`src/rtl/packet_slot_allocator.sv`:
```
// ---------------------------------------------------------------------------
// packet_slot_allocator
//
// Free-list controller for the packet buffer. It keeps a slot-occupancy
// bitmap, hands out the lowest-numbered free slot to one requester per cycle
// (round-robin between requesters), and takes slots back on free requests.
//
// Ports:
//   clk             system clock
//   rst_n           asynchronous active-low reset
//   alloc_req       per-requester level request, held until granted
//   alloc_grant     one-hot registered grant pulse (one cycle)
//   alloc_index     slot handed out with alloc_grant (0 when no grant)
//   free_valid      return the slot named by free_index this cycle
//   free_index      slot being returned
//   flush           synchronous release of every slot (beats alloc/free)
//   free_count      registered number of free slots
//   full            registered, free_count == 0
//   empty           registered, free_count == NUM_ENTRIES
//   double_free_err sticky flag: a free named an already-free slot
//
// Build option:
//   PACKET_SLOT_ALLOC_DOUBLE_FREE_CHECK_EN - when defined, builds the
//   double-free detector; otherwise double_free_err is tied to 0.
// ---------------------------------------------------------------------------
module packet_slot_allocator #(
  parameter  int NUM_ENTRIES = 8,
  parameter  int NUM_REQ     = 2,
  localparam int IDX_W       = $clog2(NUM_ENTRIES),
  localparam int CNT_W       = $clog2(NUM_ENTRIES + 1)
) (
  input  logic               clk,
  input  logic               rst_n,
  input  logic [NUM_REQ-1:0] alloc_req,
  output logic [NUM_REQ-1:0] alloc_grant,
  output logic [IDX_W-1:0]   alloc_index,
  input  logic               free_valid,
  input  logic [IDX_W-1:0]   free_index,
  input  logic               flush,
  output logic [CNT_W-1:0]   free_count,
  output logic               full,
  output logic               empty,
  output logic               double_free_err
);

  localparam int RR_W = (NUM_REQ > 1) ? $clog2(NUM_REQ) : 1;

  // (base + off) modulo NUM_REQ, with off < NUM_REQ+1
  function automatic logic [RR_W-1:0] wrap_add(input logic [RR_W-1:0] base,
                                               input int off);
    int sum;
    sum = int'(base) + off;
    if (sum >= NUM_REQ) begin
      sum = sum - NUM_REQ;
    end else begin
      sum = sum;
    end
    return RR_W'(sum);
  endfunction

  // Registered state
  logic [NUM_ENTRIES-1:0] used_r;
  logic [RR_W-1:0]        rr_ptr_r;
  logic [NUM_REQ-1:0]     grant_r;
  logic [IDX_W-1:0]       index_r;
  logic [CNT_W-1:0]       count_r;
  logic                   full_r;
  logic                   empty_r;

  // Combinational decisions
  logic [IDX_W-1:0]       cand_idx_s;
  logic                   any_free_s;
  logic [RR_W-1:0]        scan_idx_s;
  logic [RR_W-1:0]        win_idx_s;
  logic                   win_found_s;
  logic                   do_alloc_s;
  logic                   free_hit_s;
  logic [NUM_REQ-1:0]     grant_nxt_s;
  logic [NUM_ENTRIES-1:0] used_nxt_s;
  logic [CNT_W-1:0]       cnt_nxt_s;
  logic [RR_W-1:0]        rr_nxt_s;

  // Lowest-numbered free slot of the registered bitmap (scan high to low so
  // the last hit written is the lowest index)
  always_comb begin
    cand_idx_s = {IDX_W{1'b0}};
    any_free_s = ~(&used_r);
    for (int i = NUM_ENTRIES - 1; i >= 0; i--) begin
      if (!used_r[i]) begin
        cand_idx_s = IDX_W'(i);
      end else begin
        cand_idx_s = cand_idx_s;
      end
    end
  end

  // Round-robin: first asserted requester at or after rr_ptr_r, wrapping
  always_comb begin
    win_found_s = 1'b0;
    win_idx_s   = {RR_W{1'b0}};
    scan_idx_s  = {RR_W{1'b0}};
    for (int k = 0; k < NUM_REQ; k++) begin
      scan_idx_s = wrap_add(rr_ptr_r, k);
      if (!win_found_s && alloc_req[scan_idx_s]) begin
        win_found_s = 1'b1;
        win_idx_s   = scan_idx_s;
      end else begin
        win_found_s = win_found_s;
      end
    end
  end

  // Grant / free qualification, one-hot grant vector and next-state values
  always_comb begin
    do_alloc_s = win_found_s & any_free_s & ~flush;
    // Only a currently used slot counts as a real return; the candidate is
    // free, so an alloc and a free can never name the same slot.
    free_hit_s = free_valid & used_r[free_index] & ~flush;

    grant_nxt_s = {NUM_REQ{1'b0}};
    for (int r = 0; r < NUM_REQ; r++) begin
      grant_nxt_s[r] = do_alloc_s & (win_idx_s == RR_W'(r));
    end

    used_nxt_s = used_r;
    if (flush) begin
      used_nxt_s = {NUM_ENTRIES{1'b0}};
      cnt_nxt_s  = CNT_W'(NUM_ENTRIES);
    end else begin
      if (do_alloc_s) begin
        used_nxt_s[cand_idx_s] = 1'b1;
      end else begin
        used_nxt_s = used_nxt_s;
      end
      if (free_hit_s) begin
        used_nxt_s[free_index] = 1'b0;
      end else begin
        used_nxt_s = used_nxt_s;
      end
      cnt_nxt_s = count_r - {{(CNT_W-1){1'b0}}, do_alloc_s}
                          + {{(CNT_W-1){1'b0}}, free_hit_s};
    end

    // Pointer only moves on an actual grant; it holds while full or flushing
    if (do_alloc_s) begin
      rr_nxt_s = wrap_add(win_idx_s, 1);
    end else begin
      rr_nxt_s = rr_ptr_r;
    end
  end

  // State and output registers
  always_ff @(posedge clk or negedge rst_n) begin
    if (!rst_n) begin
      used_r   <= {NUM_ENTRIES{1'b0}};
      rr_ptr_r <= {RR_W{1'b0}};
      grant_r  <= {NUM_REQ{1'b0}};
      index_r  <= {IDX_W{1'b0}};
      count_r  <= CNT_W'(NUM_ENTRIES);
      full_r   <= 1'b0;
      empty_r  <= 1'b1;
    end else begin
      used_r   <= used_nxt_s;
      rr_ptr_r <= rr_nxt_s;
      grant_r  <= grant_nxt_s;
      index_r  <= do_alloc_s ? cand_idx_s : {IDX_W{1'b0}};
      count_r  <= cnt_nxt_s;
      full_r   <= (cnt_nxt_s == {CNT_W{1'b0}});
      empty_r  <= (cnt_nxt_s == CNT_W'(NUM_ENTRIES));
    end
  end

  assign alloc_grant = grant_r;
  assign alloc_index = index_r;
  assign free_count  = count_r;
  assign full        = full_r;
  assign empty       = empty_r;

`ifdef PACKET_SLOT_ALLOC_DOUBLE_FREE_CHECK_EN
  logic dbl_free_r;

  // Sticky double-free flag, cleared only by reset or flush
  always_ff @(posedge clk or negedge rst_n) begin
    if (!rst_n) begin
      dbl_free_r <= 1'b0;
    end else if (flush) begin
      dbl_free_r <= 1'b0;
    end else if (free_valid && !used_r[free_index]) begin
      dbl_free_r <= 1'b1;
    end else begin
      dbl_free_r <= dbl_free_r;
    end
  end

  assign double_free_err = dbl_free_r;
`else
  assign double_free_err = 1'b0;
`endif

endmodule

```
`config.mk`:
```
export PLATFORM = sky130hd
export DESIGN_NAME = packet_slot_allocator
export DESIGN_NICKNAME = d
export VERILOG_FILES = /design/src/rtl/packet_slot_allocator.sv
export SDC_FILE = /design/constraint.sdc
export NUM_CORES = 1
export LEC_CHECK = 0
export CAP_MARGIN = 25
export CORE_MARGIN = 1
export CORE_UTILIZATION = 45
export DETAILED_ROUTE_END_ITERATION = 12
export HOLD_SLACK_MARGIN = 0.06
export PLACE_DENSITY = 0.74
export SLEW_MARGIN = 20
export SYNTH_ARGS = -nofsm -noshare
export SYNTH_HDL_FRONTEND = slang
export SYNTH_SLANG_ARGS = --single-unit
```
`constraint.sdc`:
```
create_clock -name clk -period 2.6 [get_ports clk]
set_clock_uncertainty 0.05 [all_clocks]
set_input_delay 0.65 -clock clk [delete_from_list [all_inputs] [get_ports clk]]
set_output_delay 0.65 -clock clk [all_outputs]
set_load 0.01 [all_outputs]
```
* After elaboration in Yosys (flattened, before gate mapping) *
Cells that the tools add are included.

word-level totals
  bits in registers = 20
  output and inout port bits = 12
  logic and storage cells = 73

operators by class
  $add $sub $neg = 7
  magnitude comparators = 9
  equal/unequal tests = 1
  mux-type cells = 31
  bitwise gates (word level) = 12
  reduce and logical (&&, ||, !) cells = 6

operators with widths
  kind                                                                   count
  8-bit two-way mux                                                      4
  3-bit two-way mux                                                      9
  1-bit two-way mux                                                      14
  8-bit AND                                                              1
  3-bit by 4-bit < comparator with 1-bit output, second input constant   2
  8-bit inverter                                                         1
  8-bit bitwise OR                                                       1
  8-bit AND reduction                                                    1
  1-bit AND                                                              6
  1-bit demux with 3-bit select                                          2
  3-bit by 1-bit >= comparator with 1-bit output, second input constant  2
  1-bit by 1-bit adder with 2-bit output, second input constant          2
  4-bit by 1-bit adder with 4-bit output                                 1
  4-bit == test, second input constant                                   1
  2-bit >= comparator, second input constant                             2
  4-bit zero test                                                        1
  1-bit by 2-bit < comparator with 1-bit output, second input constant   2
  4-bit two-way mux                                                      1
  4-bit by 1-bit subtractor with 4-bit output                            1
  1-bit binary-select mux with 3-bit select                              1
  1-bit logical AND                                                      3
  1-bit inverter                                                         3
  1-bit subtractor, second input constant                                3
  1-bit by 2-bit >= comparator with 1-bit output, second input constant  1
  1-bit zero test                                                        1

* Depth between registers and ports, before layout *
  depth in word-level cells = 18
  mapped depth = 11

* Worst setup path before layout *
OpenSTA, ideal clock, no wires.

  path type = input to register
  start point = input port flush
  end point = register empty_r, in the netlist empty
  library setup time = 0.059 ns
  arrival time = 2.916 ns
  setup slack = -0.425 ns
  stages on the path = 11
  path buffers = 1
  cells stage by stage = buf_2 nor4b_1 and2_1 o32ai_2 xor2_1 ha_1 fa_1 xnor2_1 nor2_1 or3_1 o21ba_2

between the ends
  longest elaborated chain between the ends = 6

RTL lines
  what                                         RTL line  text
  start: declaration                           39        input logic flush,
  1-bit inverter                               115, 118
  1-bit AND                                    115       do_alloc_s = win_found_s & any_free_s & ~flush;
  4-bit by 1-bit subtractor with 4-bit output  140       cnt_nxt_s = count_r - {{(CNT_W-1){1'b0}}, do_alloc_s}
  4-bit by 1-bit adder with 4-bit output       141       + {{(CNT_W-1){1'b0}}, free_hit_s};
  4-bit two-way mux (*)                        126       if (flush) begin
  named net cnt_nxt_s[2]                       80        logic [CNT_W-1:0] cnt_nxt_s;
  4-bit == test (*)                            169       empty_r <= (cnt_nxt_s == CNT_W'(NUM_ENTRIES));
  end signal: assignment                       169
  end: declaration                             68        logic empty_r;

Mark *: on every way through the listed nets, which the timed path passes. The rest lies on a longest branch.
A chain may end at the register's enable or synchronous reset.

* Worst setup path in the final report *
  start point = input port free_index[1]
  end point = register empty_r, in the netlist empty

between the ends
  longest elaborated chain between the ends = 7

RTL lines
  what                                       RTL line  text
  start: declaration                         38        input logic [IDX_W-1:0] free_index,
  1-bit binary-select mux with 3-bit select  118       free_hit_s = free_valid & used_r[free_index] & ~flush;
  1-bit two-way mux (not written as such)    118
  1-bit AND (2 in a row)                     118
  4-bit by 1-bit adder with 4-bit output     141
  4-bit two-way mux                          126
  named net cnt_nxt_s[1]                     80
  4-bit == test                              169

The timed path passes the listed nets, and every way through them passes these cells. The select of a mux whose other input is x is not followed.

==> implementation parameters <==
Parameter                              Value

Run status
  Status ... finished with violations
  Failing checks ... negative setup slack

Critical path
  Highest fanout seen on the critical path ... 2
  Critical path cell sequence ... buf_8 -> mux4_2 -> o32ai_4 -> xor2_1 -> ha_2 -> fa_2 -> nor2b_4 -> or3_4 -> o21ba_4
  Category of the worst setup path launch point ... input port
  CP Class ... input port to flip-flop
  Delay of the slowest critical-path stage ... ~0.53 ns
  Worst path slowest cell ... sky130_fd_sc_hd__mux4_2
  Kind of end point of the critical path ... flip-flop
  Worst path arrival time ... between 2 and 3 ns
  Data required time at the worst endpoint ... around 2.8 ns

Timing
  RSZ-0062 raised after global routing ... yes
  Post-route minimum period ... 2.75 ns
  Number of failing hold endpoints at the final stage ... 0
  Max Clock Freq ... about 0.36 GHz
  Fin crit share ... 1.06
  Setup violators final ... 2
  Post-layout worst setup margin ... -0.148 ns
  Final Slew Violations ... 0

Finish
  Final layout net count ... 164
  Area grow syn2layout ... 49.1%
  Most common cell after layout, fill and taps aside ... sky130_fd_sc_hd__buf_4
  Layout Cell Area excl Fill ... ~0.0016 mm2
  Fraction of final layout cells with drive strength greater than 1 ... 0.393
  Number of antenna diodes ... 0
  Highest-count cells in the layout ignoring fill and taps ... 26 x sky130_fd_sc_hd__buf_4, 18 x sky130_fd_sc_hd__dfrtp_1, 12 x sky130_fd_sc_hd__clkdlybuf4s50_1, 8 x sky130_fd_sc_hd__inv_1, 7 x sky130_fd_sc_hd__nor2_1

Floorplan
  Core Rows ... 17
  Total I/O pin count ... 21
  Area of the core ... 0.00223 mm2
  Total die area ... 0.00261 mm2
  Die X-Extent ... 51.1 um
  Height of the die ... just over 50 um
  Starting density of the core ... 0.486

Worst hold path
  Worst min path class ... flip-flop to flip-flop

Synth
  Gate Count Post-Synth ... 104
  Area share of the largest cell type after synthesis ... 0.415
  Post-synthesis register bit count ... 20
  Seq/Total Area, Yosys ... 0.463
  Synth area leaders ... sky130_fd_sc_hd__dfrtp_1 41%, sky130_fd_sc_hd__dfstp_2 4.8%, sky130_fd_sc_hd__ha_1 3.5%, sky130_fd_sc_hd__nand2b_1 2.9%, sky130_fd_sc_hd__a21oi_1 2.8%
  Post-synthesis net count ... 117
  Post-synth design cell area ... 0.00109 mm2
  Average instance area after synthesis ... between 10 and 15 um2
  Count of unique library cells instantiated by Yosys ... 43
  Yosys warning total ... 0
  Library cell occupying the most area in the post-synthesis netlist ... sky130_fd_sc_hd__dfrtp_1

Clock network
  H-tree depth reported by CTS ... 1
  Clock root buffer ... sky130_fd_sc_hd__clkbuf_4
  Clock net sink count ... 20
  Worst-Skew Late Latency ... ~0.3 ns
  CTS Buffer Depth ... 2
  CTS tree ... yes
  Clock transition at the registers of the reported paths ... around 0.11 ns
  Number of buffers created by CTS ... 3
  Hold Buf Count CTS ... 0

Routing
  Aggregate routed wire length ... roughly 2600 um
  Post-DR vias/cell ... roughly 5.4
  Total vias in the final route ... ~970
  WL per Instance ... 14.8 um
  ANT nets after route ... 0
  Number of optimization iterations in the first detailed-route pass ... 4
  Detailed-route DRC error count ... 0
  Number of DRC markers after the initial detailed-route iteration ... 41

GRT
  GRT overflow ... 0
  Global-route wire length before repair ... around 4200 um
  Initial antenna violation count ... 0
  Via count of the first global-routing pass ... between 900 and 1000
  Largest net degree at the start of global routing ... 21
  GRT Resource Usage Total ... 0.225

Placement
  Count of buffers from port buffering ... 19
  Placer congestion estimate ... about 0.90
  Placed cell area ... approximately 0.0014 mm2
  Worst setup timing slack at the placement stage ... -0.980 ns
  Half-perimeter wire length after placement ... 1780 um

Job
  Number of maximum-capacitance violations ... 0

Pwr
  Leakage power ... ~0.73 nW
  Power density of the placed cells ... 608 mW/mm2
  VDD IR-drop max ... between 0.5 and 0.6 mV
  Total power of the final layout ... around 0.001 W
[worst max-delay path, delay by kind of cell]
family / cells / cell delay (ns)
xor+xnor: 1 / 0.17
fa+ha+maj: 2 / 0.64
simple gates: 2 / 0.53
buf+inv: 1 / 0.07
compound gates: 2 / 0.35
mux: 1 / 0.53
[flip-flops by register name, indices dropped and copies added, names as in the netlist]
register and count:
alloc_index 3, empty 1, free_count 4, rr_ptr_r 1
alloc_grant 2, used_r 8, full 1
[path summary, 6_finish.rpt]
| kind | start | to | slack [ns] | cells past startpoint |
|---|---|---|---|---|
| worst max-delay path | free_index[1] | empty | -0.15 | 9 |
| worst min-delay path | rr_ptr_r | rr_ptr_r | 0.45 | 1 |
| worst max register to register | used_r[2] | empty | -0.13 | 8 |
| worst min register to register | rr_ptr_r | rr_ptr_r | 0.45 | 1 |
| max in group asynchronous | rst_n | free_count[3] | 1.61 | 2 |
| min in group asynchronous | rst_n | used_r[0] | 0.62 | 2 |
[cells in the mapped netlist]
cell type	number
sky130_fd_sc_hd__a211oi_1	1
sky130_fd_sc_hd__a21boi_1	1
sky130_fd_sc_hd__a21o_1	2
sky130_fd_sc_hd__a21oi_1	6
sky130_fd_sc_hd__a221oi_2	1
sky130_fd_sc_hd__a22oi_1	1
sky130_fd_sc_hd__a311oi_1	3
sky130_fd_sc_hd__a32oi_1	1
sky130_fd_sc_hd__and2_1	2
sky130_fd_sc_hd__and3_1	1
sky130_fd_sc_hd__and3_2	1
sky130_fd_sc_hd__buf_2	2
sky130_fd_sc_hd__buf_4	1
sky130_fd_sc_hd__clkbuf_1	1
sky130_fd_sc_hd__conb_1	1
sky130_fd_sc_hd__dfrtp_1	18
sky130_fd_sc_hd__dfstp_2	2
sky130_fd_sc_hd__fa_1	1
sky130_fd_sc_hd__ha_1	3
sky130_fd_sc_hd__inv_1	8
sky130_fd_sc_hd__mux2i_1	1
sky130_fd_sc_hd__mux4_2	1
sky130_fd_sc_hd__nand2_1	3
sky130_fd_sc_hd__nand2b_1	5
sky130_fd_sc_hd__nand3_1	1
sky130_fd_sc_hd__nand3b_1	4
sky130_fd_sc_hd__nand4_1	2
sky130_fd_sc_hd__nor2_1	8
sky130_fd_sc_hd__nor2_2	1
sky130_fd_sc_hd__nor2b_1	3
sky130_fd_sc_hd__nor3_1	2
sky130_fd_sc_hd__nor4b_1	1
sky130_fd_sc_hd__o2111ai_1	1
sky130_fd_sc_hd__o21ai_0	3
sky130_fd_sc_hd__o21ba_2	1
sky130_fd_sc_hd__o21bai_1	1
sky130_fd_sc_hd__o21bai_4	1
sky130_fd_sc_hd__o32ai_2	1
sky130_fd_sc_hd__or2_0	1
sky130_fd_sc_hd__or2_2	1
sky130_fd_sc_hd__or3_1	1
sky130_fd_sc_hd__xnor2_1	3
sky130_fd_sc_hd__xor2_1	1
[cell families (layout without fill, tap and decap cells)]
family,after synthesis,count (layout),share of synthesized area
xor+xnor,4,4,0.0323
fa+ha+maj,4,4,0.0530
flops,20,20,0.463
mux,2,2,0.0300
buf+inv,12,58,0.0472
simple gates,37,37,0.192
other cells,1,1,0.00345
compound gates,24,24,0.179
[power breakdown]
part	total [W]	switching [W]	leakage (nW)	internal [W]
registers	0.000390	0.0000259	0.260	0.000364
logic	0.000409	0.000170	0.445	0.000239
clock network	0.000185	0.0000992	0.0210	0.0000854
total	0.000984	0.000295	0.726	0.000688
[area by class of cell]
| cell class | count | area, um2 |
|---|---|---|
| Clock buffer | 4 | 36.3 |
| Fill cell | 153 | 614 |
| Inverter | 8 | 30.0 |
| Multi-Input combinational cell | 72 | 626 |
| Sequential cell | 20 | 503 |
| Tap cell | 28 | 35.0 |
| Timing Repair Buffer | 46 | 389 |
[per-stage QoR]
| step | setup TNS, ns | util | instances | hold slack [ns] |
|---|---|---|---|---|
| floorplan | -0.512 | - | 104 | 0.304 |
| global placement | -3.47 | 0.646 | 166 | 0.404 |
| detailed placement | -3.89 | 0.646 | 166 | 0.431 |
| CTS | -0.210 | 0.709 | 176 | 0.458 |
| global route | -0.397 | 0.725 | 178 | 0.476 |
| finish | -0.272 | 0.725 | 178 | 0.449 |
[layer usage]
layer  GRT usage  share of wire
met5           0              0
met4       0.139          0.015
met3      0.0417          0.063
met2       0.340           0.48
met1       0.296           0.44
[repair_timing]
action                                  CTS  global route
setup buffers                             6             2
pin swaps                                10             6
endpoints found under the setup margin    5             3
gates resized for setup                  34             6
Power figures use the tool's default switching activity.
